[src/rtl/param_updown_counter_pkg.sv]
// ----------------------------------------------------------------------------
// param_updown_counter_pkg
// Shared constants for the up/down counter.
//   WRAP / SAT : encodings for the SATURATE parameter of param_updown_counter
//   op_e       : per-edge operation after the priority decode
// ----------------------------------------------------------------------------
package param_updown_counter_pkg;

    localparam int WRAP = 0;  // roll over at the limits
    localparam int SAT  = 1;  // hold at the limits

    typedef enum logic [1:0] {
        OP_HOLD = 2'd0,
        OP_LOAD = 2'd1,
        OP_INC  = 2'd2,
        OP_DEC  = 2'd3
    } op_e;

endpackage

[src/rtl/param_updown_counter.sv]
// ----------------------------------------------------------------------------
// param_updown_counter
// Modulo-(MAX_VAL+1) up/down counter with parallel load, wrap or saturate at
// the limits, one-cycle carry/borrow pulses and a sticky overflow flag.
//
// Ports
//   clk      in   clock, all state changes on the rising edge
//   reset    in   synchronous active-high reset
//   load_en  in   parallel load (values above MAX_VAL clamp to MAX_VAL)
//   inc_en   in   count up
//   dec_en   in   count down (inc_en & dec_en together = hold)
//   din      in   load value
//   ovf_clr  in   clear ovf_flag (a same-edge event wins)
//   dout     out  registered count, always 0..MAX_VAL
//   carry    out  registered pulse: increment attempted at MAX_VAL
//   borrow   out  registered pulse: decrement attempted at 0
//   at_max   out  dout == MAX_VAL (combinational)
//   at_zero  out  dout == 0 (combinational)
//   ovf_flag out  sticky, set by any carry or borrow event
// ----------------------------------------------------------------------------
module param_updown_counter
    import param_updown_counter_pkg::*;
#(
    parameter int          WIDTH    = 8,
    parameter int unsigned MAX_VAL  = 32'((64'd1 << WIDTH) - 64'd1),
    parameter int          SATURATE = WRAP
) (
    input  logic             clk,
    input  logic             reset,
    input  logic             load_en,
    input  logic             inc_en,
    input  logic             dec_en,
    input  logic [WIDTH-1:0] din,
    input  logic             ovf_clr,
    output logic [WIDTH-1:0] dout,
    output logic             carry,
    output logic             borrow,
    output logic             at_max,
    output logic             at_zero,
    output logic             ovf_flag
);

    // Parameter sanity checks, evaluated at elaboration.
    if (WIDTH < 2 || WIDTH > 32) begin : g_bad_width
        $error("param_updown_counter: WIDTH=%0d outside 2..32", WIDTH);
    end
    if (64'(MAX_VAL) > ((64'd1 << WIDTH) - 64'd1)) begin : g_bad_max
        $error("param_updown_counter: MAX_VAL=%0d does not fit in WIDTH=%0d", MAX_VAL, WIDTH);
    end

    localparam logic [WIDTH-1:0] MAXV = WIDTH'(MAX_VAL);
    localparam logic [WIDTH-1:0] ONE  = WIDTH'(1);

    logic [WIDTH-1:0] cnt_q, cnt_d;
    logic             carry_q, carry_d;
    logic             borrow_q, borrow_d;
    logic             ovf_q, ovf_d;
    op_e              op;

    // Priority decode: load beats counting; inc and dec together cancel.
    always_comb begin
        op = OP_HOLD;
        if (load_en)
            op = OP_LOAD;
        else if (inc_en && !dec_en)
            op = OP_INC;
        else if (dec_en && !inc_en)
            op = OP_DEC;
    end

    always_comb begin
        cnt_d    = cnt_q;
        carry_d  = 1'b0;
        borrow_d = 1'b0;
        case (op)
            OP_LOAD: cnt_d = (din > MAXV) ? MAXV : din;
            OP_INC: begin
                if (cnt_q == MAXV) begin
                    carry_d = 1'b1;
                    cnt_d   = (SATURATE == SAT) ? MAXV : '0;
                end else begin
                    cnt_d = cnt_q + ONE;
                end
            end
            OP_DEC: begin
                if (cnt_q == '0) begin
                    borrow_d = 1'b1;
                    cnt_d    = (SATURATE == SAT) ? '0 : MAXV;
                end else begin
                    cnt_d = cnt_q - ONE;
                end
            end
            default: cnt_d = cnt_q;
        endcase
        // Set has priority over clear so a same-edge event is never lost.
        ovf_d = (ovf_q & ~ovf_clr) | carry_d | borrow_d;
    end

    always_ff @(posedge clk) begin
        if (reset) begin
            cnt_q    <= '0;
            carry_q  <= 1'b0;
            borrow_q <= 1'b0;
            ovf_q    <= 1'b0;
        end else begin
            cnt_q    <= cnt_d;
            carry_q  <= carry_d;
            borrow_q <= borrow_d;
            ovf_q    <= ovf_d;
        end
    end

    assign dout     = cnt_q;
    assign carry    = carry_q;
    assign borrow   = borrow_q;
    assign ovf_flag = ovf_q;
    assign at_max   = (cnt_q == MAXV);
    assign at_zero  = (cnt_q == '0);

endmodule

[config.mk]
export PLATFORM = sky130hd
export DESIGN_NAME = param_updown_counter
export DESIGN_NICKNAME = d
export VERILOG_FILES = /design/src/rtl/param_updown_counter_pkg.sv /design/src/rtl/param_updown_counter.sv
export SDC_FILE = /design/constraint.sdc
export NUM_CORES = 1
export LEC_CHECK = 0
export ABC_AREA = 1
export CORE_UTILIZATION = 46
export CTS_BUF_LIST = sky130_fd_sc_hd__clkbuf_4 sky130_fd_sc_hd__clkbuf_8 sky130_fd_sc_hd__clkbuf_16
export CTS_CLUSTER_DIAMETER = 40
export CTS_CLUSTER_SIZE = 16
export DETAILED_ROUTE_END_ITERATION = 12
export PLACE_DENSITY = 0.88
export SLEW_MARGIN = 20
export SYNTH_ARGS = -nofsm -noshare
export SYNTH_HDL_FRONTEND = slang
export SYNTH_SLANG_ARGS = --single-unit
[constraint.sdc]
create_clock -name clk -period 1.7 [get_ports clk]
set_input_delay 0.17 -clock clk [delete_from_list [all_inputs] [get_ports clk]]
set_output_delay 0.17 -clock clk [all_outputs]
set_load 0.01 [all_outputs]
==> results.md <==
* Status: completed
* CP max stage delay at 0.38 ns
* Final setup violation count at 0
* Post-CTS setup repair buffer count at 0
* Final worst path period need at 1.601 ns
* Worst IR Drop VDD at 0.0005776 V
* Routed Antenna Nets at 0
* Largest area contributor in the netlist: dfxtp_1
* Slew HR at 82.58%
* Antenna violations before repair at 0
* Largest net degree at the start of global routing at 10
* Share of cells above drive strength 1 at 18.56%
* Worst Max-Slew Pin Slew at 0.2609 ns
* Most used routing layer: met2
* First-pass GRT wire length at 4133 um
* Clock sink count at 11
* Synth area leaders: dfxtp_1, nand2_1, inv_1, nor2_1, nand3_1
* Number of global-route vias before repair at 970
* Req. time, crit path at 1.53 ns
* Crit path arrival time at 1.43 ns
* Dpl hpwl at 2088 um
* Post-CTS resize count at 6
* Yosys top cell area share at 23.85%
* IO buf count at 26
* Reg area at 229.0 um^2
* Placed cell areas at 1282 um^2
* # rows at 15
* Hold_buf cts at 0
* Cell count after synthesis at 154
* Hold/Removal Path Class: register to register
* Post-synthesis sequential element count at 11
* Drt first pass iters at 4
* Sequential area share after synthesis at 23.85%
* Clock Skew at 0.01265 ns
* Routability Congestion at 0.9269
* Final net count at 213
* Hold slack at 0.4975 ns
* Drt via density at 5.018
* Worst Setup End Kind: output pin
* Gr ovfl total at 0
* Drt total wl at 2543 um
* Inserted Clock Buffers at 3
* Unique cell type count in the Yosys netlist at 26
* Clock Tree Buf Depth at 2
* DRT iter0 DRCs at 35
* GRT met1 Usage at 34.80%
* Syn Std Cell Area at 923.4 um^2
* Met2 Use GR at 45.00%
* Area delta synth->final at 42.95%
* Die W at 46.81 um
* Final Instance Area at 1320 um^2
* Ports at 27
* Synth Warn # at 0
* GR Util met3 at 5.769%
* Crit Path Max Fanout at 5
* Crit-path cells: ha_1, nand2_1, nor2_2, nand3_2, inv_1, dlygate4sd2_1
* Die Area at 2191 um^2
* Via count at 1099
* CP Launch Type: register
* H-tree depth at 1
* Critical path class: register to output pin
* RSZ-0062 raised after global routing: false
* Hold Fails Final Rpt at 0
* Place WS at -0.2507 ns
* Initial Util at 51.25%
* Aggregate global-route resource usage at 26.38%
* Core area at 1802 um^2
* Multi-input gate area at 571.8 um^2
* LEAKAGE at 0.6852 nW
* CTS tree: yes
* Fin util at 73.26%
* Syn Area/Cell at 5.996 um^2
* Power Dens Cells at 630.7 nW/um^2
* Die Height at 46.81 um
* Maxcap violations at 0
* Crit-path slowest cell: dfxtp_4
* Layout fillers at 157
* FMAX at 624.5 MHz
* CTS Root Buffer Type: clkbuf_4
* ANT cells at 0
* WL per Instance at 11.61 um
* Final-report max-slew violation count at 0
* Mapped Nets at 172
* Fin crit share at 94.20%
* Worst-path clk slew at 0.09 ns
* Final setup margin at 0.09861 ns
* Residual DRC at 0
* Clock Latency Late Sink at 0.28 ns
cell families (layout without fill, tap and decap cells):
logic type,Yosys count,after routing,synth area share [%]
AOI/OAI and AO/OA,23,23,13.55
xor gates and xnor gates,4,4,3.795
adders and majority gates,4,4,5.420
buffers and inverters,33,73,15.04
DFF,11,11,23.85
and+or+nand+nor,79,79,38.35
stage by stage:
stage,cells,power [mW],setup TNS (ns)
detailed placement,215,0.6464,-1.673
global placement,215,0.6406,-0.7650
floorplan,154,0.5050,0
CTS,219,0.8314,0
global route,219,0.8869,0
finish,219,0.8325,0
cells in the mapped netlist:
cell      count
ha_1          4
nand3_1      13
o21ai_0      11
nand3_2       1
o211ai_1      1
a31oi_1       2
nand4_1       3
or2_2         1
a211oi_1      1
nor2_1       19
nand2_2       2
xnor2_1       1
nor3_1        1
clkinv_1      1
inv_1        26
buf_6         2
a22oi_1       1
a21oi_1       6
o21ai_1       1
nor2_4        1
nor3_2        1
xor2_1        3
inv_2         4
nand2_1      35
nor2_2        2
dfxtp_1      11
layer usage:
layer | routed length (um) | up-vias
met5 | 0 | -
met4 | 2 | 0
met3 | 184 | 2
met2 | 1241 | 49
met1 | 1116 | 484
li1 | - | 564
registers in the layout, summed over array words and instances, names as in the netlist:
signal / cells
dout: 8
borrow: 1
carry: 1
ovf_flag: 1
final cells by class:
cell class	instances	area share, %
clock inverters	1	0.3791
multi-input cells	110	43.32
repair buffers	38	26.07
well taps	25	2.370
inverters	31	8.815
clock buffers	3	1.706
flip-flops and latches	11	17.35
worst paths after layout:
path	depth (start not counted)	startpoint	end	slack, ns
setup / recovery	6	dout[0]	at_max	0.1
hold / removal	2	ovf_flag	ovf_flag	0.50
setup reg to reg	9	dout[0]	dout[6]	0.18
hold reg to reg	2	ovf_flag	ovf_flag	0.50
cells in the final DEF, fill, tap and decap left out, types with 2 or more instances in the layout:
cell             netlist  layout
a21oi_1                6       6
a31oi_1                2       2
buf_4                  0      12
clkbuf_4               0       3
clkdlybuf4s50_1        0      24
dfxtp_1               11       8
dfxtp_4                0       2
ha_1                   4       4
inv_1                 26      25
inv_2                  4       5
nand2_1               35      34
nand2_2                2       3
nand3_1               13      13
nand4_1                3       3
nor2_1                19      17
nor2_2                 2       4
o21ai_0               11      11
xor2_1                 3       3
power breakdown:
group          total [mW]  switching, mW  internal [mW]
clock network       0.188          0.101         0.0873
logic               0.335          0.175          0.160
registers           0.310         0.0314          0.279
worst max-delay path, delay by kind of cell (launching register included):
family                   cells  cell delay (ns)
flip-flops                   1             0.38
AND/OR/NAND/NOR              3             0.29
adder cells (fa/ha/maj)      1             0.16
buffers and inverters        2             0.32
Note: power is estimated with default switching activity, not from simulation.
